<file path="src/rtl/qdma_h2c_pkg.sv">
// rtl/qdma_h2c_pkg.sv - shared types and helpers for the QDMA H2C stream adapter
package qdma_h2c_pkg;

   localparam int DATA_W          = 512;
   localparam int KEEP_W          = DATA_W / 8;
   localparam int MAX_PKT_LEN_DEF = 9600;

   typedef enum logic [1:0] {
      FIRST,
      PASS,
      DROP
   } h2c_state_t;

   typedef struct packed {
      logic [DATA_W-1:0] tdata;
      logic [KEEP_W-1:0] tkeep;
      logic              tlast;
      logic [15:0]       size;
      logic [15:0]       src;
      logic              err;
   } axis_pkt_beat_t;

   // Low-order bytes are valid; mty counts the empty bytes at the top of the beat.
   function automatic logic [KEEP_W-1:0] mty_to_keep(input logic [5:0] mty);
      return {KEEP_W{1'b1}} >> mty;
   endfunction

endpackage

</file>
<file path="src/rtl/axis_skid_buf.sv">
// rtl/axis_skid_buf.sv - 2-entry register slice with registered valid/data and registered ready
module axis_skid_buf
   import qdma_h2c_pkg::*;
#(
   parameter type beat_t = axis_pkt_beat_t
) (
   input  logic  clk_i,
   input  logic  rst_i,
   input  logic  in_valid_i,
   output logic  in_ready_o,
   input  beat_t in_data_i,
   output logic  out_valid_o,
   input  logic  out_ready_i,
   output beat_t out_data_o
);

   logic  out_valid_q, out_valid_d;
   logic  skid_valid_q, skid_valid_d;
   beat_t out_data_q, out_data_d;
   beat_t skid_data_q, skid_data_d;
   logic  push, pop;

   // Ready only reflects the skid slot, so it never sees out_ready_i combinationally.
   assign in_ready_o  = ~skid_valid_q;
   assign push        = in_valid_i & ~skid_valid_q;
   assign pop         = out_valid_q & out_ready_i;
   assign out_valid_o = out_valid_q;
   assign out_data_o  = out_data_q;

   always_comb begin
      out_valid_d  = out_valid_q;
      out_data_d   = out_data_q;
      skid_valid_d = skid_valid_q;
      skid_data_d  = skid_data_q;
      if (!out_valid_q || pop) begin
         if (skid_valid_q) begin
            out_valid_d  = 1'b1;
            out_data_d   = skid_data_q;
            skid_valid_d = 1'b0;
         end else begin
            out_valid_d = push;
            if (push) out_data_d = in_data_i;
         end
      end else if (push) begin
         skid_valid_d = 1'b1;
         skid_data_d  = in_data_i;
      end
   end

   always_ff @(posedge clk_i or posedge rst_i) begin
      if (rst_i) begin
         out_valid_q  <= 1'b0;
         skid_valid_q <= 1'b0;
         out_data_q   <= '0;
         skid_data_q  <= '0;
      end else begin
         out_valid_q  <= out_valid_d;
         skid_valid_q <= skid_valid_d;
         out_data_q   <= out_data_d;
         skid_data_q  <= skid_data_d;
      end
   end

endmodule

</file>
<file path="src/rtl/qdma_h2c_adapter.sv">
// rtl/qdma_h2c_adapter.sv - QDMA H2C stream to internal packet stream with size/qid checks
module qdma_h2c_adapter
   import qdma_h2c_pkg::*;
#(
   parameter int MAX_PKT_LEN = MAX_PKT_LEN_DEF,
   parameter int CNT_W       = 32
) (
   input  logic              axi_aclk,
   input  logic              axi_areset,
   input  logic              s_axis_h2c_tvalid,
   output logic              s_axis_h2c_tready,
   input  logic [DATA_W-1:0] s_axis_h2c_tdata,
   input  logic              s_axis_h2c_tlast,
   input  logic [10:0]       s_axis_h2c_tuser_qid,
   input  logic [5:0]        s_axis_h2c_tuser_mty,
   input  logic [31:0]       s_axis_h2c_tuser_mdata,
   output logic              m_axis_tvalid,
   input  logic              m_axis_tready,
   output logic [DATA_W-1:0] m_axis_tdata,
   output logic [KEEP_W-1:0] m_axis_tkeep,
   output logic              m_axis_tlast,
   output logic [15:0]       m_axis_tuser_size,
   output logic [15:0]       m_axis_tuser_src,
   output logic              m_axis_tuser_err,
   output logic [CNT_W-1:0]  stat_pkt_cnt,
   output logic [CNT_W-1:0]  stat_drop_cnt,
   output logic [CNT_W-1:0]  stat_err_cnt
);

   localparam logic [15:0] MAX_LEN = 16'(MAX_PKT_LEN);

   h2c_state_t     state_q, state_d;
   logic [15:0]    size_q;
   logic [10:0]    qid_q;
   logic [16:0]    bcnt_q;
   logic           qerr_q;
   logic [CNT_W-1:0] pkt_cnt_q, drop_cnt_q, err_cnt_q;

   logic           buf_ready, acc, first, bad, fwd, err;
   logic [15:0]    size_in, cur_size;
   logic [10:0]    cur_qid;
   logic [6:0]     beat_bytes;
   logic [17:0]    sum;
   logic [16:0]    cnt_nx;
   logic           qerr_nx;
   logic [15:0]    unused_mdata;
   axis_pkt_beat_t in_beat, out_beat;

   assign unused_mdata = s_axis_h2c_tuser_mdata[31:16];
   assign size_in      = s_axis_h2c_tuser_mdata[15:0];
   assign first        = (state_q == FIRST);
   assign acc          = s_axis_h2c_tvalid & s_axis_h2c_tready;
   assign bad          = (size_in == 16'd0) || (size_in > MAX_LEN);
   assign cur_size     = first ? size_in : size_q;
   assign cur_qid      = first ? s_axis_h2c_tuser_qid : qid_q;

   // Running byte count includes the current beat so a single-beat packet is judged in its own cycle.
   assign beat_bytes = s_axis_h2c_tlast ? (7'(KEEP_W) - {1'b0, s_axis_h2c_tuser_mty}) : 7'(KEEP_W);
   assign sum        = {1'b0, (first ? 17'd0 : bcnt_q)} + 18'(beat_bytes);
   assign cnt_nx     = sum[17] ? 17'h1FFFF : sum[16:0];
   assign qerr_nx    = (first ? 1'b0 : qerr_q) | (s_axis_h2c_tuser_qid != cur_qid);
   assign err        = (cnt_nx != {1'b0, cur_size}) | qerr_nx;
   assign fwd        = acc & ((state_q == PASS) | (first & ~bad));

   always_comb begin
      in_beat       = '0;
      in_beat.tdata = s_axis_h2c_tdata;
      in_beat.tkeep = s_axis_h2c_tlast ? mty_to_keep(s_axis_h2c_tuser_mty) : {KEEP_W{1'b1}};
      in_beat.tlast = s_axis_h2c_tlast;
      in_beat.size  = cur_size;
      in_beat.src   = {5'b0, cur_qid};
      in_beat.err   = s_axis_h2c_tlast & err;
   end

   always_comb begin
      state_d           = state_q;
      s_axis_h2c_tready = 1'b0;
      if (!axi_areset) s_axis_h2c_tready = (state_q == DROP) ? 1'b1 : buf_ready;
      unique case (state_q)
         FIRST:   if (acc && !s_axis_h2c_tlast) state_d = bad ? DROP : PASS;
         PASS:    if (acc && s_axis_h2c_tlast) state_d = FIRST;
         DROP:    if (acc && s_axis_h2c_tlast) state_d = FIRST;
         default: state_d = FIRST;
      endcase
   end

   always_ff @(posedge axi_aclk or posedge axi_areset) begin
      if (axi_areset) begin
         state_q    <= FIRST;
         size_q     <= '0;
         qid_q      <= '0;
         bcnt_q     <= '0;
         qerr_q     <= 1'b0;
         pkt_cnt_q  <= '0;
         drop_cnt_q <= '0;
         err_cnt_q  <= '0;
      end else begin
         state_q <= state_d;
         if (acc) begin
            size_q <= cur_size;
            qid_q  <= cur_qid;
            bcnt_q <= cnt_nx;
            qerr_q <= qerr_nx;
         end
         if (acc && first && bad && !(&drop_cnt_q)) drop_cnt_q <= drop_cnt_q + 1'b1;
         if (fwd && s_axis_h2c_tlast && !(&pkt_cnt_q)) pkt_cnt_q <= pkt_cnt_q + 1'b1;
         if (fwd && s_axis_h2c_tlast && err && !(&err_cnt_q)) err_cnt_q <= err_cnt_q + 1'b1;
      end
   end

   axis_skid_buf #(
      .beat_t(axis_pkt_beat_t)
   ) u_skid (
      .clk_i      (axi_aclk),
      .rst_i      (axi_areset),
      .in_valid_i (fwd),
      .in_ready_o (buf_ready),
      .in_data_i  (in_beat),
      .out_valid_o(m_axis_tvalid),
      .out_ready_i(m_axis_tready),
      .out_data_o (out_beat)
   );

   assign m_axis_tdata      = out_beat.tdata;
   assign m_axis_tkeep      = out_beat.tkeep;
   assign m_axis_tlast      = out_beat.tlast;
   assign m_axis_tuser_size = out_beat.size;
   assign m_axis_tuser_src  = out_beat.src;
   assign m_axis_tuser_err  = out_beat.err;
   assign stat_pkt_cnt      = pkt_cnt_q;
   assign stat_drop_cnt     = drop_cnt_q;
   assign stat_err_cnt      = err_cnt_q;

endmodule

</file>
<file path="config.mk">
export PLATFORM = sky130hd
export DESIGN_NAME = qdma_h2c_adapter
export DESIGN_NICKNAME = d
export VERILOG_FILES = /design/src/rtl/qdma_h2c_pkg.sv /design/src/rtl/axis_skid_buf.sv /design/src/rtl/qdma_h2c_adapter.sv
export SDC_FILE = /design/constraint.sdc
export NUM_CORES = 2
export LEC_CHECK = 0
export CORE_AREA = 3 3 491 493
export CTS_CLUSTER_SIZE = 24
export DETAILED_ROUTE_END_ITERATION = 16
export DIE_AREA = 0 0 494 496
export GPL_TIMING_DRIVEN = 0
export SKIP_LAST_GASP = 1
export SLEW_MARGIN = 20
export SYNTH_ARGS = -nofsm -noshare
export SYNTH_HDL_FRONTEND = slang
export SYNTH_SLANG_ARGS = --single-unit
export TNS_END_PERCENT = 20
</file>
<file path="constraint.sdc">
create_clock -name axi_aclk -period 49.6 [get_ports axi_aclk]
set_input_delay 7.44 -clock axi_aclk [delete_from_list [all_inputs] [get_ports axi_aclk]]
set_output_delay 7.44 -clock axi_aclk [all_outputs]
set_load 0.005 [all_outputs]
</file>
# --- Word level (Yosys, flattened, before mapping) ---
# Cells that the tools add are included.
# W data, S select, Z words.
totals:
  register_bits: 1360
  inputBits: 566
  output_inout_bits: 708
  wordCells: 92
classes:
  n_addsub: 5
  magnitude_cmp: 1
  n_eq_ne: 6
  shift: 1
  n_mux: 18
  bitwise_logic: 12
  reduce_logical: 27
ops:
  columns: ["operator", "count"]
  rows:
  - ["$mux W610", 2]
  - ["$add A32 B1 Y32 const B", 3]
  - ["$reduce_and A32 Y1", 3]
  - ["$mux W64", 1]
  - ["$shr A64 B6 Y64 const A", 1]
  - ["$mux W17", 2]
  - ["$add A17 B7 Y18", 1]
  - ["$ne A17 B16 Y1", 1]
  - ["$gt A16 B14 Y1 const B", 1]
  - ["$logic_not A16 Y1", 1]
  - ["$mux W16", 1]
  - ["$mux W11", 1]
  - ["$ne A11 B11 Y1", 1]
  - ["$logic_and A1 B1 Y1", 9]
  - ["$mux W7", 1]
  - ["$sub A7 B6 Y7 const A", 1]
  - ["$and A1 B1 Y1", 6]
  - ["$mux W1", 6]
  - ["$mux W2", 3]
  - ["$reduce_and A2 Y1", 3]
  - ["$logic_not A1 Y1", 5]
  - ["$ne A2 B1 Y1 const B", 2]
  - ["$pmux W2 S2", 1]
  - ["$reduce_bool A2 Y1", 2]
  - ["7 further kinds", 12]

# --- Longest topological paths before layout ---
logic_depth:
  word_depth: 9
  mapped_depth: 22
  mapped_depth_nobuf: 16

# --- Modules after synthesis ---
# Synthesis repeated with hierarchy kept, for this count alone.
hier_totals:
  hier_cells: 4219
  hier_area_um2: 61495.2
modules_own_cells:
  columns: ["module", "n_inst", "cells_each", "area_per_inst_um2", "seq_area_each_um2"]
  rows:
  - ["axis_skid_buf", 1, 3263, 52882.0, 30579.3]
  - ["qdma_h2c_adapter", 1, 956, 8613.3, 3578.4]

# --- Worst setup path after synthesis ---
# Ideal clock, no wire load.
synth_timing:
  kind: "input-to-output"
  start: "input axi_areset"
  end: "output s_axis_h2c_tready"
  arrival_time_ns: 36.971
  required_time_ns: 42.160
  path_slack_ns: 5.189
  cell_stages: 2
  path_buffers: 0
  cell_sequence: "inv_1 o21a_1"
synth_via:
  elab_chain_cells: 1
synth_rtl:
  columns: ["item", "line_no", "text"]
  rows:
  - ["start: declaration", "qdma_h2c_adapter.sv:9", "input logic axi_areset,"]
  - ["$mux W1", "qdma_h2c_adapter.sv:78", "if (!axi_areset) s_axis_h2c_tready = (state_q == DROP) ? 1'b1 : buf_ready;"]
  - ["end: declaration", "qdma_h2c_adapter.sv:11", "output logic s_axis_h2c_tready,"]
# Every way passes these cells.

# --- Worst setup path in the final report ---
# Ends and elaborated chain as after synthesis.

==> impl_metrics.tcl <==
set metrics [dict create \
    run_status "completed" \
    final_weighted_congestion_of_routability_driven_global_placement 0.950 \
    holdBufCountCts 0 \
    p_sw_frac 0.333 \
    drt_pass1_iterations 6 \
    rsz0062_at_grt "false" \
    syn2layout_area_growth_pct 38.5 \
    timing.hold.worst.class "reg2reg" \
    initial_util 0.245 \
    core_mm2 0.237 \
    tightestPinTransition_ns 1.17 \
    final_cell_mix "2,350 x sky130_fd_sc_hd__nand2_1, 1,355 x sky130_fd_sc_hd__dfrtp_1, 1,252 x sky130_fd_sc_hd__clkdlybuf4s50_1" \
    worst_case_reg_to_reg_path_depth 20 \
    min_delay_worst_endpoint "bcnt_q[4]$_DFFE_PP0P_" \
    regToRegSetupSlack_ns 43.50 \
    vias_per_cell 4.64 \
    antenna_violating_nets_post_route 0 \
    wire_length_of_the_first_global_routing_pass_um 374000 \
    vias 50428 \
    layout.area.seq_mm2 0.0339 \
    yosys_warnings 0 \
    critical_path_required_ns 42.16 \
    hold_path_depth 2 \
    reg2reg_from "state_q[0]$_DFFE_PP0P_" \
    crit_path_max_fanout 99 \
    report.final.hold_viol_count 0 \
    finalSetupTns_ns 0 \
    crit_slowest_cell "sky130_fd_sc_hd__clkdlybuf4s50_1" \
    timing.setup.critical_path_class "in2out" \
    seq_area_frac_synth 0.583 \
    cp_data_arrival_time_ns 10.90 \
    width_of_the_die_um 494 \
    finalNetCount 8124 \
    n_fill_cell 24264 \
    place_ws_ns 31.18 \
    gr-total-overflow 0 \
    internal-power_mw 2.70 \
    pwr-share-clk 0.294 \
    worst_clock_skew_ns 0.0659 \
    syn_avg_cell_area_um2 9.53 \
    post_route_cells_drive_above_1_share 0.0547 \
    combPwrFrac 0.299 \
    ys.flop_type "sky130_fd_sc_hd__dfrtp_1" \
    maxCapViolCount 0 \
    netlist_instances 6108 \
    fp-row-count 179 \
    clk_path_buf_depth 3 \
    total_length_of_routed_wires_um 265000 \
    timing.critical_path.max_delay_family "buffers and inverters" \
    cellPowerDensity_mw_per_mm2 50.3 \
    synth_cell_type_count 77 \
    timing.critical_path.mode_cell "sky130_fd_sc_hd__buf_16" \
    clkLatencyLatePin_ns 0.82 \
    timing.slew.headroom 0.220 \
    cts-buffers-inserted 157 \
    detail_route.wl_per_cell_um 24.4 \
    net-switching-power_mw 1.35 \
    synth_edf_count 0 \
    cp-startpoint "axi_areset" \
    layout.cells.most_common "sky130_fd_sc_hd__nand2_1" \
    synth-seq-cells 1355 \
    ios 1274 \
    dp_hpwl_um 212000 \
    chipHeight_um 496 \
    cts_num_sinks 1355 \
    worst_path_largest_cell_delay_ns 0.59 \
    drt-initial-drc-count 3904 \
    cp-end-kind "output pin" \
    async_flop_share 1.00 \
    grt_use_total 0.209 \
    floorplan.die_area_mm2 0.245 \
    max-vdd-ir-drop_uv 33.5 \
    hold-worst-slack_ns 0.470 \
    clkSlewWorstSetupHoldPaths_ns 0.06 \
    post-route-period-util 0.370 \
    maximum_number_of_pins_on_one_net_before_global_route_repair 105 \
    antenna_found_initial 101 \
    setup_ws_ns 31.26 \
    grt_pass1_vias 50251 \
    timing_max_transition_violations_final 0 \
    power_frac_seq 0.406 \
    regToRegEndpoint "stat_err_cnt[8]$_DFFE_PP0P_" \
    finalSetupViolations 0 \
    max_freq_ghz 0.0545 \
    htreeDepth 4 \
    utilization 0.340 \
    cts_resized 0 \
    crit_buf_inv 6 \
    worst_hold_startpoint "bcnt_q[4]$_DFFE_PP0P_" \
    synthDominantAreaCellType "sky130_fd_sc_hd__dfrtp_1" \
    p_leak_nw 36.8 \
    synthDominantCellAreaShare 0.583 \
    buffer_ports.inserted 1252 \
    synthTopCellsByArea "sky130_fd_sc_hd__dfrtp_1 58%, sky130_fd_sc_hd__nand2_1 15%, sky130_fd_sc_hd__mux2i_1 9.4%, sky130_fd_sc_hd__o21ai_0 6.2%, sky130_fd_sc_hd__clkbuf_1 1.8%" \
    clk_root_buffer_cell "sky130_fd_sc_hd__clkbuf_16" \
    timing.critical_path.cells "clkdlybuf4s50_1 -> inv_8 -> buf_16 -> buf_16 -> buf_16 -> o21a_1 -> clkdlybuf4s50_1" \
    cts_setup_buffers 0 \
    synthesis.area_mm2 0.0582 \
    worst_setup_path_start_kind "primary input" \
    multiInputGateArea_mm2 0.0226 \
    cts_tree "done" \
    drc 0 \
    worstSetupPathDepth 7 \
    post-route-min-period_ns 18.34 \
]
## power groups by stage
stage / sequential (mW) / clock, mW / combinational, mW
detailed placement: 1.66 / 0 / 1.24
floorplan: 1.63 / 0 / 0.374
global route: 1.68 / 1.27 / 1.33
global placement: 1.66 / 0 / 1.22
finish: 1.65 / 1.19 / 1.21
CTS: 1.65 / 1.22 / 1.24
## metal layers
metal,part of all wire,vias to the layer above,global-route usage
met1,0.38,25004,0.240
met5,0.0012,-,0
met2,0.48,1927,0.352
met3,0.094,442,0.0750
met4,0.042,46,0.0907
li1,-,23009,-
## registers in the layout (all words and copies together) (netlist names)
| name | count |
|---|---|
| u_skid.out_data_o | 605 |
| u_skid.skid_data_q | 605 |
| stat_drop_cnt | 32 |
| stat_err_cnt | 32 |
| stat_pkt_cnt | 32 |
| bcnt_q | 17 |
| size_q | 16 |
| qid_q | 11 |
| state_q | 2 |
| qerr_q | 1 |
| u_skid.out_valid_o | 1 |
| u_skid.skid_valid_q | 1 |
## metrics by stage
step	std cells	instance area, um^2	power (mW)
2_1_floorplan	6112	58200	2.00
6_report	10870	80600	4.06
3_3_place_gp	10531	74700	2.88
4_1_cts	10825	80500	4.11
3_5_place_dp	10548	75200	2.90
5_1_grt	10853	80600	4.29
## layout make-up
type / instances / area share
Antenna cell: 45 / 0.00140
Clock buffer: 229 / 0.0575
Multi-Input combinational cell: 4334 / 0.280
Buffer: 394 / 0.0206
Clock inverter: 48 / 0.00838
Sequential cell: 1355 / 0.421
Tap cell: 3167 / 0.0491
Inverter: 29 / 0.00144
Timing Repair Buffer: 1269 / 0.161
## tightest hold or removal path, delay by kind of cell, from the launching register on
kind | cells | cell delay, ns
flip-flops | 1 | 0.34
AND/OR/NAND/NOR | 2 | 0.10
## cells in the mapped netlist (4+ instances only)
library cell / count
sky130_fd_sc_hd__a21o_1: 7
sky130_fd_sc_hd__nor4_2: 9
sky130_fd_sc_hd__mux2i_1: 549
sky130_fd_sc_hd__nor4_1: 12
sky130_fd_sc_hd__buf_1: 7
sky130_fd_sc_hd__nand2b_1: 6
sky130_fd_sc_hd__nor2_1: 146
sky130_fd_sc_hd__or3_1: 7
sky130_fd_sc_hd__nor4b_2: 5
sky130_fd_sc_hd__o21ai_0: 722
sky130_fd_sc_hd__o31ai_1: 15
sky130_fd_sc_hd__clkbuf_1: 274
sky130_fd_sc_hd__xnor2_1: 57
sky130_fd_sc_hd__nand2_1: 2350
sky130_fd_sc_hd__inv_1: 28
sky130_fd_sc_hd__nor3_1: 34
sky130_fd_sc_hd__and4_1: 12
sky130_fd_sc_hd__o21ai_1: 4
sky130_fd_sc_hd__nor2b_1: 13
sky130_fd_sc_hd__buf_2: 102
sky130_fd_sc_hd__a31oi_1: 13
sky130_fd_sc_hd__and3_1: 24
sky130_fd_sc_hd__a211oi_1: 17
sky130_fd_sc_hd__ha_1: 17
sky130_fd_sc_hd__buf_4: 9
sky130_fd_sc_hd__o21a_1: 4
sky130_fd_sc_hd__dfrtp_1: 1355
sky130_fd_sc_hd__nand4_1: 14
sky130_fd_sc_hd__nand3_1: 47
sky130_fd_sc_hd__xor2_1: 64
sky130_fd_sc_hd__a21boi_0: 4
sky130_fd_sc_hd__a21oi_1: 111
sky130_fd_sc_hd__and2_1: 10
## worst max path at each step
| stage | to | slack [ns] |
|---|---|---|
| 6_report | s_axis_h2c_tready | 31.26 |
| 5_1_grt | s_axis_h2c_tready | 30.96 |
| 4_1_cts | s_axis_h2c_tready | 31.18 |
| 3_5_place_dp | s_axis_h2c_tready | 31.18 |
| 3_3_place_gp | u_skid.out_data_o[231]$_DFFE_PP0P_ | -12.95 |
| 2_1_floorplan | bcnt_q[0]$_DFFE_PP0P_ | 3.94 |
## logic make-up after synthesis
kind of cell,Yosys count,synth area share
DFF,1355,0.583
and+or+nand+nor,2705,0.184
AOI/OAI and AO/OA,931,0.0851
muxes,553,0.0952
other,1,0.0000644
adders and majority gates,18,0.00400
xor gates and xnor gates,122,0.0186
buffers and inverters,423,0.0302
Power figures use the tool's default switching activity.
